File: src/rtl/axis_sat_counter.sv
// Saturating up-counter with synchronous clear; clear wins over increment.
module axis_sat_counter #(
  parameter int unsigned WIDTH = 16
) (
  input  logic             clk,
  input  logic             rst_n,
  input  logic             inc,
  input  logic             clr,
  output logic [WIDTH-1:0] count
);

  // Count up on inc, hold at all-ones, zero on clr or reset.
  always_ff @(posedge clk or negedge rst_n) begin
    if (!rst_n) begin
      count <= '0;
    end else if (clr) begin
      count <= '0;
    end else if (inc && (count != '1)) begin
      count <= count + WIDTH'(1);
    end
  end

endmodule

File: config.mk
export PLATFORM = sky130hd
export DESIGN_NAME = axis_sat_counter
export DESIGN_NICKNAME = d
export VERILOG_FILES = /design/src/rtl/axis_sat_counter.sv
export SDC_FILE = /design/constraint.sdc
export NUM_CORES = 1
export LEC_CHECK = 0
export ABC_AREA = 1
export CORE_ASPECT_RATIO = 1.25
export CORE_MARGIN = 2
export CORE_UTILIZATION = 50
export DETAILED_ROUTE_END_ITERATION = 8
export PLACE_DENSITY = 0.75
export SYNTH_ARGS = -nofsm -noshare
export SYNTH_HDL_FRONTEND = slang
export SYNTH_SLANG_ARGS = --single-unit
File: constraint.sdc
create_clock -name clk -period 1.8 [get_ports clk]
set_clock_uncertainty 0.2 [all_clocks]
set_input_delay 0.18 -clock clk [delete_from_list [all_inputs] [get_ports clk]]
set_output_delay 0.18 -clock clk [all_outputs]
set_load 0.01 [all_outputs]
# Word-level counts from Yosys, hierarchy flattened
# Index checks and enable logic that the tools add are counted.
# totals
register_bits	16
latchBits	0
ramBits	0
rom_bits	0
input_bits	4
n_memories	0
# op_classes
add_sub_neg	1
n_mul	0
div_mod_pow	0
order_cmp	0
eq_ne	1
shifts	0
muxes	2
n_bitwise	0
reduce_logical	2
# ops
op	n
16-bit 2-to-1 mux	2
16-bit by 1-bit adder with 16-bit output (second input constant)	1
16-bit inequality test (second input constant)	1
2-bit nonzero test	1
1-bit logical AND	1

# Depth between registers and ports, before layout
# Gate-level depths: netlist of run 1.
# depth
ltp_word	4
ltp_mapped	10

# Least setup slack after synthesis of run 1
# No wires, ideal clock.
# synth_path
path_kind	register to register
from	reg count[1]
to	reg count[7]
arrival_ps	1454
required_ps	1534
path_slack_ps	80
stages_incl_launch_ff	11
synth_period_minus_slack_ps	1720
cell_sequence	dfrtp_1 > ha_1 > nand2_2 > nor2_4 > nand2_4 > o21ai_4 > nand2_4 > inv_4 > buf_12 > nand2_1 > nand2_1
# synth_between
elab_chain_len	3
word_cells_on_any_way	6
cone_classes	1 x add/sub; 1 x eq/ne; 2 x mux; 2 x reduce/logical
# synth_lines
element	line_no	rtl
start: declaration	9	output logic [WIDTH-1:0] count
start signal: assignment	19	count <= count + WIDTH'(1);
16-bit by 1-bit adder with 16-bit output / 16-bit inequality test (equally long branches)	19, 18	
16-bit 2-to-1 mux / 1-bit logical AND (equally long branches)	18	end else if (inc && (count != '1)) begin
16-bit 2-to-1 mux / 2-bit nonzero test (equally long branches)	n/a	
# Parallel ways exist; a longest one is shown, timed or not. The select of a mux whose other input is x is not followed.
# A chain may end at the register's enable or synchronous reset.

# Final worst setup path of run 1
# layout_path
from	reg count[0]
to	reg count[9]
# Same word-level chain as after synthesis.

==> results of run 1 <==
==> stage by stage <==
step | util [%] | worst slack (ps) | hold slack, ps | instances
final | 73.44 | 55.77 | -3.593 | 204
after global routing | 73.44 | -30.02 | 32.99 | 204
after CTS | 71.52 | 1.904 | 7.346 | 202
after detailed placement | 69.73 | -333.8 | 328.5 | 199
after global placement | 69.73 | -127.8 | 320.4 | 199
after floorplan | - | 79.70 | -315.6 | 144
==> final timing paths <==
path,slack (ps),endpoint,startpoint
worst max-delay path,60,count[9],count[0]
worst min-delay path,-4,count[5],rst_n
worst max register to register,60,count[9],count[0]
worst min register to register,360,count[14],count[14]
max in group asynchronous,1220,count[11],rst_n
min in group clk,360,count[14],count[14]
==> cell type report <==
class,count,area (um^2)
Fill cell,171,520.5
Tap cell,20,25.02
Inverter,13,61.31
Timing Repair Buffer,39,346.6
Sequential cell,16,400.4
Clock buffer,3,22.52
Multi-Input combinational cell,112,574.3
Timing Repair inverter,1,8.758
==> per-layer routing <==
metal	GRT usage (%)	vias to the layer above	part of all wire, %
met2	40.34	37	51
met4	12.12	0	1.6
met5	0	-	0
li1	-	538	-
met3	2.273	5	4.5
met1	28.54	512	43
==> power breakdown <==
group          total [mW]  leakage (nW)  internal, mW  switching (mW)
sequential          0.366         0.222         0.363         0.00286
combinational      0.0770         0.474        0.0317          0.0453
clock               0.194        0.0138        0.0780           0.116
==> synthesized netlist by cell type (2+ instances only) <==
library cell   n
o21bai_1       2
nor2_1        14
xnor2_1        2
nor2_4         2
nand2_2        2
nand4_1        9
dfrtp_1       16
nand2_4        2
nand3_1       12
inv_1         11
nand2_1       55
xor2_1         3
o21ai_0        4
==> timing repair <==
item                                    CTS  global route
endpoints found under the setup margin   14            14
pin swaps                                 0             5
buffers inserted                          0             1
hold buffers                              0             0
gates cloned                              0             1
resized for setup                         3             7
==> logic make-up after synthesis <==
kind of cell	count (synthesis)	share of synthesized area (%)
flip-flops	16	38.60
AND/OR/NAND/NOR	98	42.82
buffers and inverters	16	7.719
adder cells (fa/ha/maj)	1	1.206
XOR/XNOR	5	4.223
AO/OA/AOI/OAI	8	5.428
==> worst max-delay path: cells and delay by family, from the launching register on <==
family	cells	cell delay (ps)
AOI/OAI and AO/OA	1	150
adders and majority gates	1	190
buffers and inverters	2	230
DFF	1	380
and+or+nand+nor	6	510
==> impl_results.md, run 1 <==
- Status: finished, violations left
- Failing checks: negative hold slack
- Unique masters post-synth: 23
- Post-DP Area: 0.001366 mm^2
- Via density: 5.353
- Setup CP Type: flip-flop to flip-flop
- Area Overhead vs Synth: 38.72%
- Crit-path max FO: 7
- TritonCTS sink count: 16
- Die ar.: 0.002457 mm^2
- Setup Viol. Count Final: 0
- First-pass GRT wire length: 4160 um
- Vias: 1092
- Initial antenna violation count: 0
- CP endpoint kind: flip-flop
- I/O Pins: 20
- Core Region: 0.001959 mm^2
- CTS tree: yes
- Initial drt markers: 14
- Cts bufs inserted: 3
- First drt pass iteration count: 5
- Hold Path Class: primary input to async pin
- Final TNS setup: 0 ps
- WL per Instance: about 13 um
- Root buffer cell: clkbuf_4
- Max reg flops: 16
- Post-Syn Instances: about 140
- Syn nets: 149
- Clock transition at path regs: 90 ps
- Commonest non-fill, non-tap cell in the layout: nand2_1
- Die Ht: 54.93 um
- R2R depth: 10
- Design Power: 0.6368 mW
- Die W: 44.74 um
- Final Hold Fails: 7
- FF+latch count, synth: 16
- Seq/Total Area, Yosys: around 39%
- Deepest clock path buffer count: 2
- WP data arrival: 1780 ps
- Critical path, cell by cell: ha_2 -> nand2_2 -> nor2_4 -> nand2_4 -> buf_6 -> o21ai_4 -> nand2_4 -> inv_6 -> nand2_1 -> nand2_1
- Largest cells by area after synthesis: dfrtp_1 39%, nand2_1 20%, nand3_1 5.8%, nand4_1 5.4%, nor2_1 5.1%
- Pwr/cell area: 442.6 mW/mm^2
- Share of cells above drive strength 1: between 20% and 30%
- Largest Register: count
- Max_cap viols: 0
- Regs by FF count: count: 16 flops
- Worst-Margin Slew: roughly 400 ps
- Post-synth EDFFs: 0
- H-tree levels: 1
- Largest net degree at the start of global routing: 17
- WL final: 2704 um
- Critical path startpoint category: flip-flop
- Commonest cells after routing, fill and taps aside: 54 x nand2_1, 19 x buf_4, 18 x clkdlybuf4s50_1
- Main synth FF type: dfrtp_1
- Avg Inst Size Synth: about 7.2 um^2
- Slew HR: 73.42%
- Row Count: 18
- Final Cycle Share: 96.90%
- Nets@finish: 191
- Post-route cell area: 0.001439 mm^2
- Min Tclk post-route: 1744 ps
- CP peak stage delay: 380 ps
- DRC: 0
- Hold_ws: -3.593 ps
- Max rail drop VDD: around 0.45 mV
- Synth area leader: dfrtp_1
- Mapped Area: 0.001037 mm^2
- Vias in the first global route: 1017
- Gr ovfl total: 0
- RSZ-0062 raised after global routing: true
- Required @ worst endpoint: between 1500 and 2000 ps
- Synth Warn #: 0
- GR Util All Layers: 23.31%
- Leakage: between 0.7 and 0.8 nW
- # port buffers: 19
- Clock Latency Late Sink: approximately 290 ps
- Starting density of the core: 52.94%
- Maximum clock rate: 573.3 MHz
- HPWL Detailed: 1942 um
- RePlAce Congestion: 0.8031
- Crit path max-delay cell type: dfrtp_1
- Yosys top cell area share: a little under 40%
- Diodes inserted: 0
- Antenna Nets Post-Route: 0
- Synth async-reset ratio: 100.0%
- Max Slew Vio Count: 0
Note: power is estimated with default switching activity, not from simulation.
==> inputs of run 2 (changes only) <==
GPL_ROUTABILITY_DRIVEN = 0   (was unset)
==> results of run 2 <==
Same layout as run 1: the final DEF is identical, and so are final timing and power.
